==> src/rtl/quad_encoder_gen.sv <==
// ---------------------------------------------------------------------------
// quad_encoder_gen
//
// Emits a quadrature (A/B) pulse train for a move command. A move is a
// number of quarter-cycle steps, a direction and a step period in clk cycles.
// Each step advances the Gray-coded AB pair by one position and updates a
// signed 16-bit position counter. AB and position carry over from one move
// to the next and are cleared only by reset.
//
// Ports
//   clk         in   system clock, rising edge
//   rst         in   synchronous, active-high reset
//   cmd_valid   in   move command present
//   cmd_ready   out  high while IDLE (combinational from state)
//   cmd_steps   in   [15:0] number of quadrature steps to emit
//   cmd_dir     in   1 = forward (A leads B), 0 = reverse (B leads A)
//   cmd_period  in   [15:0] clk cycles per step (0 is treated as 1)
//   abort       in   stop the move in progress (ignored in IDLE)
//   A, B        out  quadrature channels, registered
//   position    out  [15:0] signed step count, wraps modulo 2^16
//   steps_left  out  [15:0] steps still to emit in the current move
//   busy        out  high in RUN
//   done        out  one-cycle pulse after a move completes normally
//   state_dbg   out  current FSM state (0 = IDLE, 1 = RUN)
//
// Command handshake: a command transfers on a rising edge where cmd_valid
// and cmd_ready are both high. cmd_ready depends only on state, never on
// cmd_valid. The cmd_* inputs are latched on that edge and not looked at
// again until the next transfer.
// ---------------------------------------------------------------------------
module quad_encoder_gen (
    input  logic        clk,
    input  logic        rst,
    input  logic        cmd_valid,
    output logic        cmd_ready,
    input  logic [15:0] cmd_steps,
    input  logic        cmd_dir,
    input  logic [15:0] cmd_period,
    input  logic        abort,
    output logic        A,
    output logic        B,
    output logic [15:0] position,
    output logic [15:0] steps_left,
    output logic        busy,
    output logic        done,
    output logic [0:0]  state_dbg
);

    typedef enum logic [0:0] {
        S_IDLE = 1'b0,
        S_RUN  = 1'b1
    } state_t;

    state_t      state_q, state_d;
    logic        a_q, a_d;
    logic        b_q, b_d;
    logic [15:0] position_q, position_d;
    logic [15:0] steps_left_q, steps_left_d;
    logic [15:0] timer_q, timer_d;
    logic [15:0] period_q, period_d;
    logic        dir_q, dir_d;
    logic        done_q, done_d;

    logic        step_due;
    logic [1:0]  ab_next;

    // Next AB code for one step. Forward walks 00->10->11->01->00, reverse
    // walks the same ring backwards; only one bit changes per step.
    always_comb begin
        ab_next = {a_q, b_q};
        if (dir_q) begin
            case ({a_q, b_q})
                2'b00:   ab_next = 2'b10;
                2'b10:   ab_next = 2'b11;
                2'b11:   ab_next = 2'b01;
                default: ab_next = 2'b00;
            endcase
        end else begin
            case ({a_q, b_q})
                2'b00:   ab_next = 2'b01;
                2'b01:   ab_next = 2'b11;
                2'b11:   ab_next = 2'b10;
                default: ab_next = 2'b00;
            endcase
        end
    end

    // period_q is never 0 (0 is latched as 1), so period_q - 1 cannot
    // underflow and a step is due once every period_q cycles.
    assign step_due = (timer_q == (period_q - 16'd1));

    // Next-state and datapath
    always_comb begin
        state_d      = state_q;
        a_d          = a_q;
        b_d          = b_q;
        position_d   = position_q;
        steps_left_d = steps_left_q;
        timer_d      = timer_q;
        period_d     = period_q;
        dir_d        = dir_q;
        done_d       = 1'b0;

        case (state_q)
            S_IDLE: begin
                if (cmd_valid) begin
                    period_d = (cmd_period == 16'd0) ? 16'd1 : cmd_period;
                    dir_d    = cmd_dir;
                    timer_d  = 16'd0;
                    if (cmd_steps != 16'd0) begin
                        state_d      = S_RUN;
                        steps_left_d = cmd_steps;
                    end else begin
                        // Empty move: finishes at once, no edges.
                        done_d = 1'b1;
                    end
                end
            end

            S_RUN: begin
                if (abort) begin
                    // Abort wins over a step due on the same edge.
                    state_d      = S_IDLE;
                    steps_left_d = 16'd0;
                    timer_d      = 16'd0;
                end else if (step_due) begin
                    timer_d      = 16'd0;
                    a_d          = ab_next[1];
                    b_d          = ab_next[0];
                    position_d   = dir_q ? (position_q + 16'd1)
                                         : (position_q - 16'd1);
                    steps_left_d = steps_left_q - 16'd1;
                    if (steps_left_q == 16'd1) begin
                        state_d = S_IDLE;
                        done_d  = 1'b1;
                    end
                end else begin
                    timer_d = timer_q + 16'd1;
                end
            end

            default: begin
                state_d = S_IDLE;
            end
        endcase
    end

    // State register
    always_ff @(posedge clk) begin
        if (rst) begin
            state_q      <= S_IDLE;
            a_q          <= 1'b0;
            b_q          <= 1'b0;
            position_q   <= 16'd0;
            steps_left_q <= 16'd0;
            timer_q      <= 16'd0;
            period_q     <= 16'd1;
            dir_q        <= 1'b1;
            done_q       <= 1'b0;
        end else begin
            state_q      <= state_d;
            a_q          <= a_d;
            b_q          <= b_d;
            position_q   <= position_d;
            steps_left_q <= steps_left_d;
            timer_q      <= timer_d;
            period_q     <= period_d;
            dir_q        <= dir_d;
            done_q       <= done_d;
        end
    end

    assign cmd_ready  = (state_q == S_IDLE);
    assign busy       = (state_q == S_RUN);
    assign A          = a_q;
    assign B          = b_q;
    assign position   = position_q;
    assign steps_left = steps_left_q;
    assign done       = done_q;
    assign state_dbg  = state_q;

endmodule

==> config.mk <==
export PLATFORM = sky130hd
export DESIGN_NAME = quad_encoder_gen
export DESIGN_NICKNAME = d
export VERILOG_FILES = /design/src/rtl/quad_encoder_gen.sv
export SDC_FILE = /design/constraint.sdc
export NUM_CORES = 1
export LEC_CHECK = 0
export ABC_AREA = 0
export BUFFER_PORTS_ARGS = -buffer_cell sky130_fd_sc_hd__buf_2
export CORE_UTILIZATION = 50
export CTS_BUF_LIST = sky130_fd_sc_hd__clkbuf_8
export DETAILED_ROUTE_END_ITERATION = 16
export PLACE_DENSITY = 0.72
export SETUP_SLACK_MARGIN = 0.15
export SLEW_MARGIN = 20
export SYNTH_ARGS = -nofsm -noshare
export SYNTH_HDL_FRONTEND = slang
export SYNTH_SLANG_ARGS = --single-unit
==> constraint.sdc <==
create_clock -name clk -period 5.7 [get_ports clk]
set_clock_uncertainty 0.05 [all_clocks]
set_input_delay 0.285 -clock clk [delete_from_list [all_inputs] [get_ports clk]]
set_output_delay 0.285 -clock clk [all_outputs]
set_load 0.1 [all_outputs]
Word level (Yosys, flattened, before mapping)
Cells that the tools add are included.
{"block": "op_classes", "add_sub_neg": 5, "eq_ne": 8, "n_mux": 26, "bitwise": 2, "reduce_logical": 6}
{"operator": "16-bit 2-to-1 mux", "n": 9}
{"operator": "16-bit one-hot mux with 2 select lines", "n": 2}
{"operator": "16-bit by 1-bit subtractor with 16-bit output, second input constant", "n": 3}
{"operator": "16-bit by 1-bit adder with 16-bit output, second input constant", "n": 2}
{"operator": "16-bit by 1-bit == test with 1-bit output, second input constant", "n": 1}
{"operator": "16-bit == test", "n": 1}
{"operator": "16-bit logical NOT", "n": 1}
{"operator": "16-bit nonzero test", "n": 1}
{"operator": "2-bit one-hot mux with 3 select lines", "n": 2}
{"operator": "1-bit 2-to-1 mux", "n": 10}
{"operator": "3-bit AND reduction", "n": 2}
{"operator": "2-bit == test, second input constant", "n": 2}
{"operator": "1-bit one-hot mux with 2 select lines", "n": 2}
{"operator": "3-bit by 2-bit != test with 1-bit output, second input constant", "n": 1}
{"operator": "2-bit by 1-bit == test with 1-bit output, second input constant", "n": 1}
{"operator": "2-bit logical NOT", "n": 1}
{"operator": "2-bit 2-to-1 mux", "n": 1}
{"operator": "2-bit by 1-bit != test with 1-bit output, second input constant", "n": 1}
{"operator": "2-bit != test, second input constant", "n": 1}
{"operator": "1-bit NOT", "n": 2}
{"operator": "2-bit AND reduction", "n": 1}
{"block": "totals", "register_bits": 69, "out_inout_bits": 38}

Depth between registers and ports, before layout
{"block": "logic_depth", "word_depth": 5, "mapped_depth": 11, "ltp_nobuf": 9}

Worst setup path after synthesis
No wires, ideal clock.
{"block": "synth_path", "path_type": "register to register", "from": "register period_q[0]", "to": "register steps_left_q[11] (netlist: steps_left[11])", "setup_time_ns": 0.130, "arrival_ns": 2.743, "required_ns": 5.520, "setup_slack_ns": 2.777, "path_stages_with_launch": 12, "period_less_slack_ns": 2.923, "cell_sequence": "dfxtp_1 > clkbuf_1 > inv_1 > ha_1 > o21ba_2 > a221o_1 > a32o_1 > a2111oi_4 > a31oi_2 > buf_4 > o311ai_2 > o31ai_1"}
{"block": "synth_between", "elab_chain_cells": 4}
{"item": "from (decl)", "line": "60", "text": "logic [15:0] period_q, period_d;"}
{"item": "from (signal assigned)", "line": "167", "text": "period_q <= period_d;"}
{"item": "16-bit by 1-bit subtractor with 16-bit output", "line": "90", "text": "assign step_due = (timer_q == (period_q - 16'd1));"}
{"item": "16-bit == test", "line": "90"}
{"item": "3-bit by 2-bit != test with 1-bit output (no line)"}
{"item": "3-bit AND reduction (no line)"}
{"item": "to (signal assigned)", "line": "165", "text": "steps_left_q <= steps_left_d;"}
{"item": "to (decl)", "line": "58", "text": "logic [15:0] steps_left_q, steps_left_d;"}
Every way passes these cells.
A chain may end at the register's enable or synchronous reset.

Final worst setup path
{"block": "layout_path", "from": "register period_q[9]", "to": "register position_q[7] (netlist: position[7])"}
{"block": "layout_between", "elab_chain_cells": 3}
{"item": "16-bit by 1-bit subtractor with 16-bit output", "line": "90"}
{"item": "16-bit == test", "line": "90"}
{"item": "3-bit AND reduction (no line)"}
{"item": "to (signal assigned)", "line": "164", "text": "position_q <= position_d;"}
{"item": "to (decl)", "line": "57", "text": "logic [15:0] position_q, position_d;"}
Every way passes these cells.

==> metrics.cfg <==
[status]
outcome = finished, final reports clean

[route]
drt_iter0_drc = 198
wl_met2_um = 5280
wl_met3_um = 634
totalWireLength_um = 10900
top_layer = met4
first_pass_iters = 5
vias = 4204
wl_per_cell_um = 15.3
ant_nets = 0
wl_met1_um = 4770
via_per_inst = 5.94
route.detailed.drc = 0

[sta]
max-slew-margin-rel_pct = 28.2
period_needed_ns = 3.67
slew_viol_final = 0
tightestPinTransition_ns = 1.08
max_freq_mhz = 273
whs_ns = 0.122
rsz0062_at_grt = false
setup_viol = 0
finalCritPeriodShare_pct = 64.4
hold_viol = 0
tns_ns = 0

[global_route]
antenna_found_initial = 0
grt_usage_pct = 24.8
grt_pass1_vias = 3931
grt-ovfl-total = 0
grt_pass1_wl_um = 17600
grt_max_degree = 59

[cells_and_area]
drive_gt1_share_pct = 18.7
final_cell_mix = buf_2 (74), nor2_1 (72), dfxtp_1 (69), nand2_1 (63), a21oi_1 (37)
fillers = 768
mostFrequentLayoutCell = buf_2
nets = 654
area_growth_pct = 13.6
finalNonFillerCells = 708
antenna_cells = 0
final_area_um2 = 4970

[worst_hold_path]
hp-class = primary input to register
hold_depth = 3

[setup_path]
worstRegToRegCells = 7
end_kind = register
worst_ep_arrival_time_ns = 3.84
cp_max_fo = 20
startpoint_type = register
crit_type = register to register
cp_data_required_time_ns = 5.87

[power]
comb_power_share_pct = 24.3
p_leak_nw = 2.01
p_int_uw = 800
cellPowerDensity_nw_per_um2 = 252
p_seq_share_pct = 42.3
p_switching_uw = 449
p_sw_share_pct = 36.0
peakVddDrop_v = 0.000141
clkPwrFrac_pct = 33.4

[die]
die_w_um = 95.5
ios = 75
die-area_um2 = 9130
core-area_um2 = 8340
die_h_um = 95.5
start_util_pct = 52.5
placementRows = 33

[synthesis]
syn_avg_cell_area_um2 = 8.13
synth_area_um2 = 4380
synth_fp_nets = 594
synthCells = 538
ys_types = 63
synth_edf_count = 0
yosysSeqAreaShare_pct = 31.6
synth_ff_type = dfxtp_1
ys_ff_latch = 69
yosys_warnings = 0
async_flop_share_pct = 0

[placement]
postPlaceCellArea_um2 = 4760
io_buffers = 74
dp_hpwl_um = 7770
place_congestion = 0.864
place_inst = 692

[flow_run]
drv_cap = 0

[cts]
cts_max_path_buffers = 2
cts_setup_buffers = 0
postCtsHoldBufs = 0
clk_latency_ns = 0.35
ctsHtreeMaxLevel = 3
cts_root_buffer = clkbuf_8
cts_buffers = 9
cts.sinks = 69
cts_tree = yes
clk_pin_slew_ns = 0.08
cts_resized = 0

[layer usage]
| metal | GRT usage [%] | up-vias |
|---|---|---|
| li1 | - | 2080 |
| met1 | 29.5 | 1980 |
| met2 | 42.7 | 126 |
| met3 | 5.66 | 18 |
| met4 | 10.3 | 0 |
| met5 | 0 | - |
[flip-flops by register name, summed over array words and instances, names as in the netlist]
signal	flops
position	16
A	1
B	1
dir_q	1
timer_q	16
steps_left	16
busy	1
done	1
period_q	16
[worst paths after layout]
kind                                    end                      start  slack (ns)
setup / recovery   position[7]$_SDFFE_PP0P_   period_q[9]$_SDFFE_PP0P_        2.03
hold / removal    period_q[11]$_SDFFE_PP0P_             cmd_period[11]        0.12
setup reg to reg   position[7]$_SDFFE_PP0P_   period_q[9]$_SDFFE_PP0P_        2.03
hold reg to reg   period_q[15]$_SDFFE_PP0P_  period_q[15]$_SDFFE_PP0P_        0.45
[metrics by stage]
| stage | setup slack, ns | utilization [%] | total power, mW |
|---|---|---|---|
| 2_1_floorplan | 2.78 | - | 0.779 |
| 5_1_grt | 1.77 | 59.6 | 1.30 |
| 4_1_cts | 2.03 | 59.5 | 1.25 |
| 3_3_place_gp | 2.13 | 57.1 | 0.836 |
| 6_report | 2.03 | 59.6 | 1.25 |
| 3_5_place_dp | 2.05 | 57.1 | 0.840 |
[critical path, cell delays in order, from the launching register on]
cell	delay [ns]
dfxtp_1	0.36
nor4_1	0.64
nand2_1	0.15
or4_1	0.44
a221oi_2	0.51
and4_1	1.00
mux2i_1	0.30
nor2_1	0.07
[synth_stat cells (2+ instances only)]
master     number  area [um2]
a2111oi_0       3        26.3
a2111oi_2       2        30.0
a211oi_1        5        37.5
a21oi_1        38         190
a22oi_1         4        30.0
a311oi_1        2        17.5
a31o_2          3        26.3
a31oi_1         2        12.5
a32oi_1         5        43.8
and2_1          2        12.5
and3_1          9        56.3
and4_1          2        17.5
buf_1           4        15.0
buf_2           2        10.0
buf_4           4        30.0
clkbuf_1       15        56.3
dfxtp_1        69        1380
ha_1           18         225
inv_1          11        41.3
mux2i_1        16         160
nand2_1        63         236
nand2b_1        5        31.3
nand3_1        13        65.1
nand4_1        11        68.8
nor2_1         72         270
nor2b_1         4        25.0
nor3_1         15        75.1
nor3b_1         3        22.5
nor4_1         13        81.3
o211a_1         3        30.0
o211ai_1        4        30.0
o21ai_0        11        55.1
o21bai_1        2        15.0
o311ai_2        5        81.3
o31ai_1        13        97.6
or2_2           3        18.8
or3_1           7        43.8
or4_1           2        15.0
xnor2_1        31         272
xor2_1         19         166
[power groups by stage]
stage                     Sequential (mW)  Combinational (mW)  Clock [mW]
final                               0.529               0.304       0.417
after global routing                0.532               0.327       0.442
after CTS                           0.528               0.302       0.422
after detailed placement            0.540               0.301           0
after global placement              0.538               0.297           0
after floorplan                     0.613               0.165           0
[area by class of cell]
| type | count | area, um2 | area share, % |
|---|---|---|---|
| clock buffers | 10 | 138 | 2.77 |
| inverters | 11 | 41.3 | 0.831 |
| repair buffers | 75 | 378 | 7.61 |
| well taps | 105 | 131 | 2.64 |
| multi-input cells | 432 | 2840 | 57.1 |
| clock inverters | 6 | 62.6 | 1.26 |
| flip-flops and latches | 69 | 1380 | 27.8 |
[kinds of logic after synthesis]
family,Yosys count,synth area share (%)
AO/OA/AOI/OAI,120,20.9
XOR/XNOR,50,10.0
adder cells (fa/ha/maj),19,5.60
buffers and inverters,37,3.75
flip-flops,69,31.6
multiplexers,16,3.66
AND/OR/NAND/NOR,227,24.5
Power figures use the tool's default switching activity.
